`src/rtl/bram_write_sequencer_if.sv`:
```
// Control and status bundle between a capture controller and the BRAM write sequencer.
// The sequencer takes the slave view; whoever drives restart/abort/config takes the master view.
interface bram_write_sequencer_if #(
    parameter int ADDR_WIDTH = 13,
    parameter int NPER_WIDTH = 16
);
    logic                  restart;
    logic                  abort;
    logic                  continuous;
    logic [NPER_WIDTH-1:0] n_periods;
    logic [ADDR_WIDTH-1:0] count_max;
    logic [ADDR_WIDTH-1:0] address;

    logic                  wen;
    logic [ADDR_WIDTH-1:0] count;
    logic [NPER_WIDTH-1:0] period_idx;
    logic                  first;
    logic                  init;
    logic                  done;
    logic                  busy;

    modport master (
        output restart, abort, continuous, n_periods, count_max, address,
        input  wen, count, period_idx, first, init, done, busy
    );

    modport slave (
        input  restart, abort, continuous, n_periods, count_max, address,
        output wen, count, period_idx, first, init, done, busy
    );
endinterface

```
`src/rtl/bram_write_sequencer.sv`:
```
// Generates BRAM write enable/address for blocks of periods, synchronised to a free-running address.
// Config is captured on restart; all outputs come straight from registers.
module bram_write_sequencer #(
    parameter int ADDR_WIDTH = 13,
    parameter int NPER_WIDTH = 16,
    parameter int INIT_LEAD  = 2
) (
    input  logic                   clk,
    input  logic                   rst,
    bram_write_sequencer_if.slave  bus
);
    typedef enum logic [1:0] {IDLE, ARM, RUN} state_t;

    localparam logic [ADDR_WIDTH-1:0] LEAD = ADDR_WIDTH'(INIT_LEAD);

    state_t                state;
    logic [ADDR_WIDTH-1:0] cm_reg;
    logic [NPER_WIDTH-1:0] np_reg;
    logic                  cont_reg;

    logic                  lead_ok;
    logic [ADDR_WIDTH-1:0] init_pt;
    logic [ADDR_WIDTH-1:0] count_inc;
    logic                  last_addr;
    logic                  last_period;
    logic                  init_next;
    logic                  init_zero;

    // init is registered, so it is decided from the count value about to be loaded.
    assign lead_ok     = (cm_reg >= LEAD);
    assign init_pt     = cm_reg - LEAD;
    assign count_inc   = bus.count + ADDR_WIDTH'(1);
    assign last_addr   = (bus.count == cm_reg);
    assign last_period = (bus.period_idx == np_reg - NPER_WIDTH'(1));
    assign init_next   = lead_ok && (count_inc == init_pt);
    assign init_zero   = lead_ok && (init_pt == '0);

    always_ff @(posedge clk) begin
        if (rst) begin
            state          <= IDLE;
            cm_reg         <= '0;
            np_reg         <= NPER_WIDTH'(1);
            cont_reg       <= 1'b0;
            bus.wen        <= 1'b0;
            bus.count      <= '0;
            bus.period_idx <= '0;
            bus.first      <= 1'b0;
            bus.init       <= 1'b0;
            bus.done       <= 1'b0;
            bus.busy       <= 1'b0;
        end else if (bus.abort) begin
            state     <= IDLE;
            bus.wen   <= 1'b0;
            bus.first <= 1'b0;
            bus.init  <= 1'b0;
            bus.done  <= 1'b0;
            bus.busy  <= 1'b0;
        end else if (bus.restart) begin
            state          <= ARM;
            cm_reg         <= bus.count_max;
            np_reg         <= (bus.n_periods == '0) ? NPER_WIDTH'(1) : bus.n_periods;
            cont_reg       <= bus.continuous;
            bus.wen        <= 1'b0;
            bus.count      <= '0;
            bus.period_idx <= '0;
            bus.first      <= 1'b0;
            bus.init       <= 1'b0;
            bus.done       <= 1'b0;
            bus.busy       <= 1'b1;
        end else begin
            bus.done <= 1'b0;
            case (state)
                IDLE: ;
                ARM: begin
                    if (bus.address == cm_reg) begin
                        state          <= RUN;
                        bus.wen        <= 1'b1;
                        bus.count      <= '0;
                        bus.period_idx <= '0;
                        bus.first      <= 1'b1;
                        bus.init       <= init_zero;
                    end
                end
                RUN: begin
                    if (!last_addr) begin
                        bus.count <= count_inc;
                        bus.init  <= init_next;
                    end else if (!last_period) begin
                        bus.count      <= '0;
                        bus.period_idx <= bus.period_idx + NPER_WIDTH'(1);
                        bus.first      <= 1'b0;
                        bus.init       <= init_zero;
                    end else begin
                        bus.done <= 1'b1;
                        if (cont_reg) begin
                            bus.count      <= '0;
                            bus.period_idx <= '0;
                            bus.first      <= 1'b1;
                            bus.init       <= init_zero;
                        end else begin
                            // count stays parked on the last address of the block
                            state     <= IDLE;
                            bus.wen   <= 1'b0;
                            bus.first <= 1'b0;
                            bus.init  <= 1'b0;
                            bus.busy  <= 1'b0;
                        end
                    end
                end
                default: state <= IDLE;
            endcase
        end
    end
endmodule

```
`src/flat_wrapper.sv`:
```
// flat-port wrapper written by rule: the top's interface ports become plain ports
module bram_write_sequencer_flat 
#(
    parameter int ADDR_WIDTH = 13,
    parameter int NPER_WIDTH = 16,
    parameter int INIT_LEAD  = 2
)
  (clk, rst, bus_restart, bus_abort, bus_continuous, bus_n_periods, bus_count_max, bus_address, bus_wen, bus_count, bus_period_idx, bus_first, bus_init, bus_done, bus_busy);
  bram_write_sequencer_if #(.ADDR_WIDTH(ADDR_WIDTH), .NPER_WIDTH(NPER_WIDTH)) bus_i ();
  input  logic clk;
  input  logic rst;
  input wire logic [$bits(bus_i.restart)-1:0] bus_restart;
  input wire logic [$bits(bus_i.abort)-1:0] bus_abort;
  input wire logic [$bits(bus_i.continuous)-1:0] bus_continuous;
  input wire logic [$bits(bus_i.n_periods)-1:0] bus_n_periods;
  input wire logic [$bits(bus_i.count_max)-1:0] bus_count_max;
  input wire logic [$bits(bus_i.address)-1:0] bus_address;
  output wire logic [$bits(bus_i.wen)-1:0] bus_wen;
  output wire logic [$bits(bus_i.count)-1:0] bus_count;
  output wire logic [$bits(bus_i.period_idx)-1:0] bus_period_idx;
  output wire logic [$bits(bus_i.first)-1:0] bus_first;
  output wire logic [$bits(bus_i.init)-1:0] bus_init;
  output wire logic [$bits(bus_i.done)-1:0] bus_done;
  output wire logic [$bits(bus_i.busy)-1:0] bus_busy;
  assign bus_i.restart = bus_restart;
  assign bus_i.abort = bus_abort;
  assign bus_i.continuous = bus_continuous;
  assign bus_i.n_periods = bus_n_periods;
  assign bus_i.count_max = bus_count_max;
  assign bus_i.address = bus_address;
  assign bus_wen = bus_i.wen;
  assign bus_count = bus_i.count;
  assign bus_period_idx = bus_i.period_idx;
  assign bus_first = bus_i.first;
  assign bus_init = bus_i.init;
  assign bus_done = bus_i.done;
  assign bus_busy = bus_i.busy;
  bram_write_sequencer #(.ADDR_WIDTH(ADDR_WIDTH), .NPER_WIDTH(NPER_WIDTH), .INIT_LEAD(INIT_LEAD)) u_core (.clk(clk), .rst(rst), .bus(bus_i));
endmodule
```
`config.mk`:
```
export PLATFORM = sky130hd
export DESIGN_NAME = bram_write_sequencer_flat
export DESIGN_NICKNAME = d
export VERILOG_FILES = /design/src/rtl/bram_write_sequencer_if.sv /design/src/rtl/bram_write_sequencer.sv /design/src/flat_wrapper.sv
export SDC_FILE = /design/constraint.sdc
export NUM_CORES = 1
export LEC_CHECK = 0
export BUFFER_PORTS_ARGS = -buffer_cell sky130_fd_sc_hd__buf_2
export CAP_MARGIN = 20
export CORE_MARGIN = 3
export CORE_UTILIZATION = 55
export DETAILED_ROUTE_END_ITERATION = 12
export GPL_TIMING_DRIVEN = 0
export PLACE_DENSITY = 0.79
export SLEW_MARGIN = 20
export SYNTH_ARGS = -nofsm -noshare
export SYNTH_HDL_FRONTEND = slang
export SYNTH_SLANG_ARGS = --single-unit
```
`constraint.sdc`:
```
create_clock -name clk -period 6.15 [get_ports clk]
set_input_delay 0.9225 -clock clk [delete_from_list [all_inputs] [get_ports clk]]
set_output_delay 0.9225 -clock clk [all_outputs]
set_load 0.005 [all_outputs]
```
# --- Yosys cells after proc, flatten, opt, wreduce, memory -nomap -nowiden ---
# Index checks and enable logic that the tools add are counted.
word_totals:
  ff_bits: 66
  latch_bits: 0
  ramBits: 0
  romBits: 0
  wordCells: 97
  mem_count: 0
op_classes:
  n_addsub: 4
  multipliers: 0
  div_mod_pow: 0
  order_cmp: 1
  eq_ne: 18
  shift: 0
  n_mux: 36
  n_bitwise: 4
  reduce_logical: 22
ops:
  columns: ["op", "n"]
  rows:
  - ["two-way mux 16 bit", 6]
  - ["two-way mux 13 bit", 5]
  - ["equality test 13 bit", 3]
  - ["case mux 16 bit (2 select lines)", 1]
  - ["case mux 13 bit (2 select lines)", 1]
  - ["AND reduction 5 bit", 4]
  - ["adder 16 x 1 -> 16 bit, second input constant", 1]
  - ["equality test 16 bit", 1]
  - ["zero test 16 bit", 1]
  - ["subtractor 16 x 1 -> 16 bit, second input constant", 1]
  - ["two-way mux 1 bit", 15]
  - ["adder 13 x 1 -> 13 bit, second input constant", 1]
  - [">= comparator 13 x 2 -> 1 bit, second input constant", 1]
  - ["zero test 13 bit", 1]
  - ["subtractor 13 x 2 -> 13 bit, second input constant", 1]
  - ["!= test 3 x 2 -> 1 bit, second input constant", 3]
  - ["two-way mux 2 bit", 4]
  - ["AND reduction 4 bit", 2]
  - ["nonzero test 2 bit", 4]
  - ["!= test 2 x 1 -> 1 bit, second input constant", 3]
  - ["!= test 2 bit, second input constant", 3]
  - ["case mux 1 bit (2 select lines)", 3]
  - ["case mux 2 bit (3 select lines)", 1]
  - ["!= test 5 x 4 -> 1 bit, second input constant", 1]
  - ["13 further kinds", 18]

# --- Depth between registers and ports, before layout ---
depth:
  depth_word: 7
  mapped_depth: 12

# --- Worst setup path after synthesis ---
# Ideal clock, no wire load.
synth_path:
  kind: "register -> register"
  startpoint: "reg u_core.np_reg[0]"
  endpoint: "reg u_core.bus.count[12]"
  setup_time_ns: 0.059
  arrival_time_ns: 3.010
  t_required_ns: 6.091
  slack_ns: 3.082
  stages_incl_launch_ff: 13
  period_less_slack_ns: 3.068
  cell_sequence: "dfxtp_1 -> inv_1 -> ha_1 -> or4b_4 -> or3_4 -> a2111oi_4 -> nand4_2 -> or3_1 -> buf_2 -> o31a_4 -> nor2_4 -> buf_6 -> a22o_1"
synth_between:
  elab_chain_len: 6
  word_cells_on_any_way: 8
  cone_classes: "add/sub: 1; eq/ne: 2; mux: 4; reduce/logical: 1"
synth_rtl:
  columns: ["element", "line_no", "rtl"]
  rows:
  - ["start, declared", "bram_write_sequencer.sv:18", "logic [NPER_WIDTH-1:0] np_reg;"]
  - ["start signal, assigned", "bram_write_sequencer.sv:61", "np_reg <= (bus.n_periods == '0) ? NPER_WIDTH'(1) : bus.n_periods;"]
  - ["subtractor 16 x 1 -> 16 bit *", "bram_write_sequencer.sv:34", "assign last_period = (bus.period_idx == np_reg - NPER_WIDTH'(1));"]
  - ["equality test 16 bit *", "bram_write_sequencer.sv:34", null]
  - ["two-way mux 13 bit", "bram_write_sequencer.sv:88", "end else if (!last_period) begin"]
  - ["two-way mux 13 bit", "bram_write_sequencer.sv:85", "if (!last_addr) begin"]
  - ["case mux 13 bit (2 select lines)", "bram_write_sequencer.sv:72", "case (state)"]
  - ["two-way mux 13 bit", "bram_write_sequencer.sv:58", "end else if (bus.restart) begin"]
  - ["end signal, assigned", "bram_write_sequencer.sv:86", "bus.count <= count_inc;"]
  - ["end, declared", "bram_write_sequencer_if.sv:29", "output wen, count, period_idx, first, init, done, busy"]
# Mark *: on every way between the ends. The rest lies on a longest branch, timed or not.
# A chain may end at the register's enable or synchronous reset.

# --- Worst setup path after layout ---
layout_path:
  startpoint: "reg u_core.np_reg[0]"
  endpoint: "reg u_core.bus.period_idx[10]"
layout_between:
  elab_chain_len: 6
  word_cells_on_any_way: 8
  cone_classes: "add/sub: 1; eq/ne: 2; mux: 4; reduce/logical: 1"
layout_rtl:
  columns: ["element", "line_no", "rtl"]
  rows:
  - ["subtractor 16 x 1 -> 16 bit *", "bram_write_sequencer.sv:34", null]
  - ["equality test 16 bit *", "bram_write_sequencer.sv:34", null]
  - ["two-way mux 16 bit", "bram_write_sequencer.sv:88", null]
  - ["two-way mux 16 bit", "bram_write_sequencer.sv:85", null]
  - ["case mux 16 bit (2 select lines)", "bram_write_sequencer.sv:72", null]
  - ["two-way mux 16 bit", "bram_write_sequencer.sv:58", null]
  - ["end signal, assigned", "bram_write_sequencer.sv:90", "bus.period_idx <= bus.period_idx + NPER_WIDTH'(1);"]
  - ["end, declared", "bram_write_sequencer_if.sv:29", null]
# Mark *: on every way between the ends. The rest lies on a longest branch, timed or not. The select of a mux whose other input is x is not followed.

==> metrics.md <==
| Metric | Value |
|---|---|
| Initial core utilization | 58.1% |
| Synth Register Bits | 66 |
| Commonest cells in the netlist | 82 x nand2_1, 66 x dfxtp_1, 50 x xnor2_1 |
| Drt drc | 0 |
| Slew Limit Fails | 0 |
| Routed len/inst | 15.3 um |
| Hold path depth | 2 |
| Most common cell in the netlist | nand2_1 |
| Layout cells sized above 1 | 17.6% |
| Cell area after synthesis | 0.00430 mm^2 |
| Die W | 94.5 um |
| Die area | 0.00892 mm^2 |
| Aggregate routed wire length | 11300 um |
| Total power | 1.01 mW |
| Post-synth top area cell | dfxtp_1 |
| Via-per-instance ratio | 5.79 |
| Post-route clock skew | 0.00958 ns |
| Largest net degree at the start of global routing | 13 |
| First-pass GRT wire length | 18500 um |
| Core area | 0.00741 mm^2 |
| Vias in the first global route | 3796 |
| Placer congestion estimate | 0.902 |
| Synth Flop Type | dfxtp_1 |
| # diodes | 0 |
| Yosys warning total | 0 |
| Worst path required time | 6.39 ns |
| Total negative slack | 0 ns |
| Max VDD drop | 0.000108 V |
| Hold Path Class | reg -> reg |
| WS Path Type | reg -> reg |
| Max-slew headroom | 44.1% |
| R2R Path Start | u_core.np_reg[0] |
| Sequential-to-total area share from yosys stat | 30.7% |
| Post-synth EDFFs | 0 |
| CTS resizes | 0 |
| F_max | 278 MHz |
| Distinct cells, synth | 59 |
| CTS buffer count | 9 |
| Worst skew pair latency | 0.35 ns |
| Antenna viol nets, final | 0 |
| Total GRT Usage | 25.9% |
| Synth Area per Inst | 7.88 um^2 |
| Slew @ Worst Pin | 0.832 ns |
| # fillers | 666 |
| Post-synthesis instance total | 546 |
| Initial antenna violation count | 0 |
| Worst setup SP type | register |
| Status | completed |
| Clk slew on worst S/H paths | 0.08 ns |
| Clock buffer depth | 2 |
| Post-CTS Setup Bufs | 0 |
| Area contributors post-synth | dfxtp_1 31%, xnor2_1 10%, nand2_1 7.2% |
| DP Wirelength | 8710 um |
| Hold-fix buffers, CTS | 0 |
| Crit. Startpoint | u_core.np_reg[0] |
| First DRT Iteration DRCs | 332 |
| TritonCTS clock tree | done |
| Die Y | 94.5 um |
| PwrDens | 201 mW/mm^2 |
| Site Rows | 31 |
| H-tree depth reported by CTS | 3 |
| Data arrival time of the critical path | 3.83 ns |
| Critical Path Fanout Max | 10 |
| Synth Net Count | 600 |
| Setup violators final | 0 |
| Leakage | 2.05 nW |
| Root buffer cell | clkbuf_8 |
| Worst r2r path cells | 10 |
| Hold path startpoint | u_core.bus.wen |
| Area Growth Syn to Fin | 17.2% |
| Layout Nets | 691 |
| I/O Buffers | 80 |
| Max-cap violations | 0 |
| Tcrit/Tclk final | 58.5% |
| # IOs | 81 |
| Number of hold violations in the final report | 0 |
| RSZ-0062 raised after global routing | false |
| Yosys top cell area share | 30.7% |
| Grt total ovfl | 0 |
| CTS Sinks | 66 |
| Via count | 4292 |
| Drt first pass iters | 5 |
| Tmin final | 3.60 ns |
| Synth async-reset ratio | 0% |
| Crit end category | register |
-- per-stage QoR --
stage	cell area (um^2)	cells	hold slack (ns)	utilization, %	setup WS (ns)
2_1_floorplan	4300	546	0.448	-	3.08
3_3_place_gp	4830	725	0.458	65.2	2.60
3_5_place_dp	4830	725	0.463	65.2	2.60
4_1_cts	5040	741	0.474	68.1	2.59
5_1_grt	5040	741	0.514	68.1	2.31
6_report	5040	741	0.471	68.1	2.55
-- per-layer routing --
layer	vias to the layer above	GRT usage (%)	share of wire, %
met5	-	0	0
met4	0	7.21	1.2
met3	15	5.50	9.0
met2	188	38.0	43
met1	1968	38.3	47
li1	2121	-	-
-- worst max-delay path, stage by stage (launching register included) --
cell,delay (ns)
dfxtp_1,0.37
inv_1,0.08
ha_1,0.20
nor4b_1,0.59
nand3_1,0.18
xnor2_1,0.15
or4_1,0.59
nor4_2,0.76
nand4b_1,0.33
or4_1,0.16
a21oi_1,0.06
-- worst paths after layout --
| kind | slack, ns | end |
|---|---|---|
| hold / removal | 0.47 | u_core.bus.wen |
| setup reg to reg | 2.55 | u_core.bus.period_idx[10] |
| setup / recovery | 2.55 | u_core.bus.period_idx[10] |
| hold reg to reg | 0.47 | u_core.bus.wen |
-- cells by family after synthesis --
kind of cell / synth area share (%)
flip-flops: 30.7
buffers and inverters: 4.42
adder cells (fa/ha/maj): 2.03
XOR/XNOR: 15.8
AO/OA/AOI/OAI: 16.2
AND/OR/NAND/NOR: 29.9
multiplexers: 0.930
-- report_power, final --
part | internal (mW) | switching (mW)
sequential | 0.438 | 0.0120
combinational | 0.0775 | 0.101
clock | 0.210 | 0.175
-- final cells by class --
class	count	area, um^2	share of cell area (%)
clock inverter	5	62.6	1.24
inverter	12	45.0	0.893
multi-input combinational	435	2790	55.4
clock buffer	11	151	3.00
buffer	33	145	2.88
sequential	66	1320	26.2
tap	99	124	2.46
timing repair buffer	80	400	7.94
-- layout by cell type (no fill, tap or decap), types with 14 or more instances in the layout --
cell      Yosys  final
clkbuf_1     26     26
xor2_1       25     25
nor2_1       28     28
nand3_1      17     17
a21oi_1      46     46
nand2_1      82     82
xnor2_1      50     50
nor3_1       29     29
dfxtp_1      66     66
a211o_1      14     14
buf_2         2     82
Power figures use the tool's default switching activity.
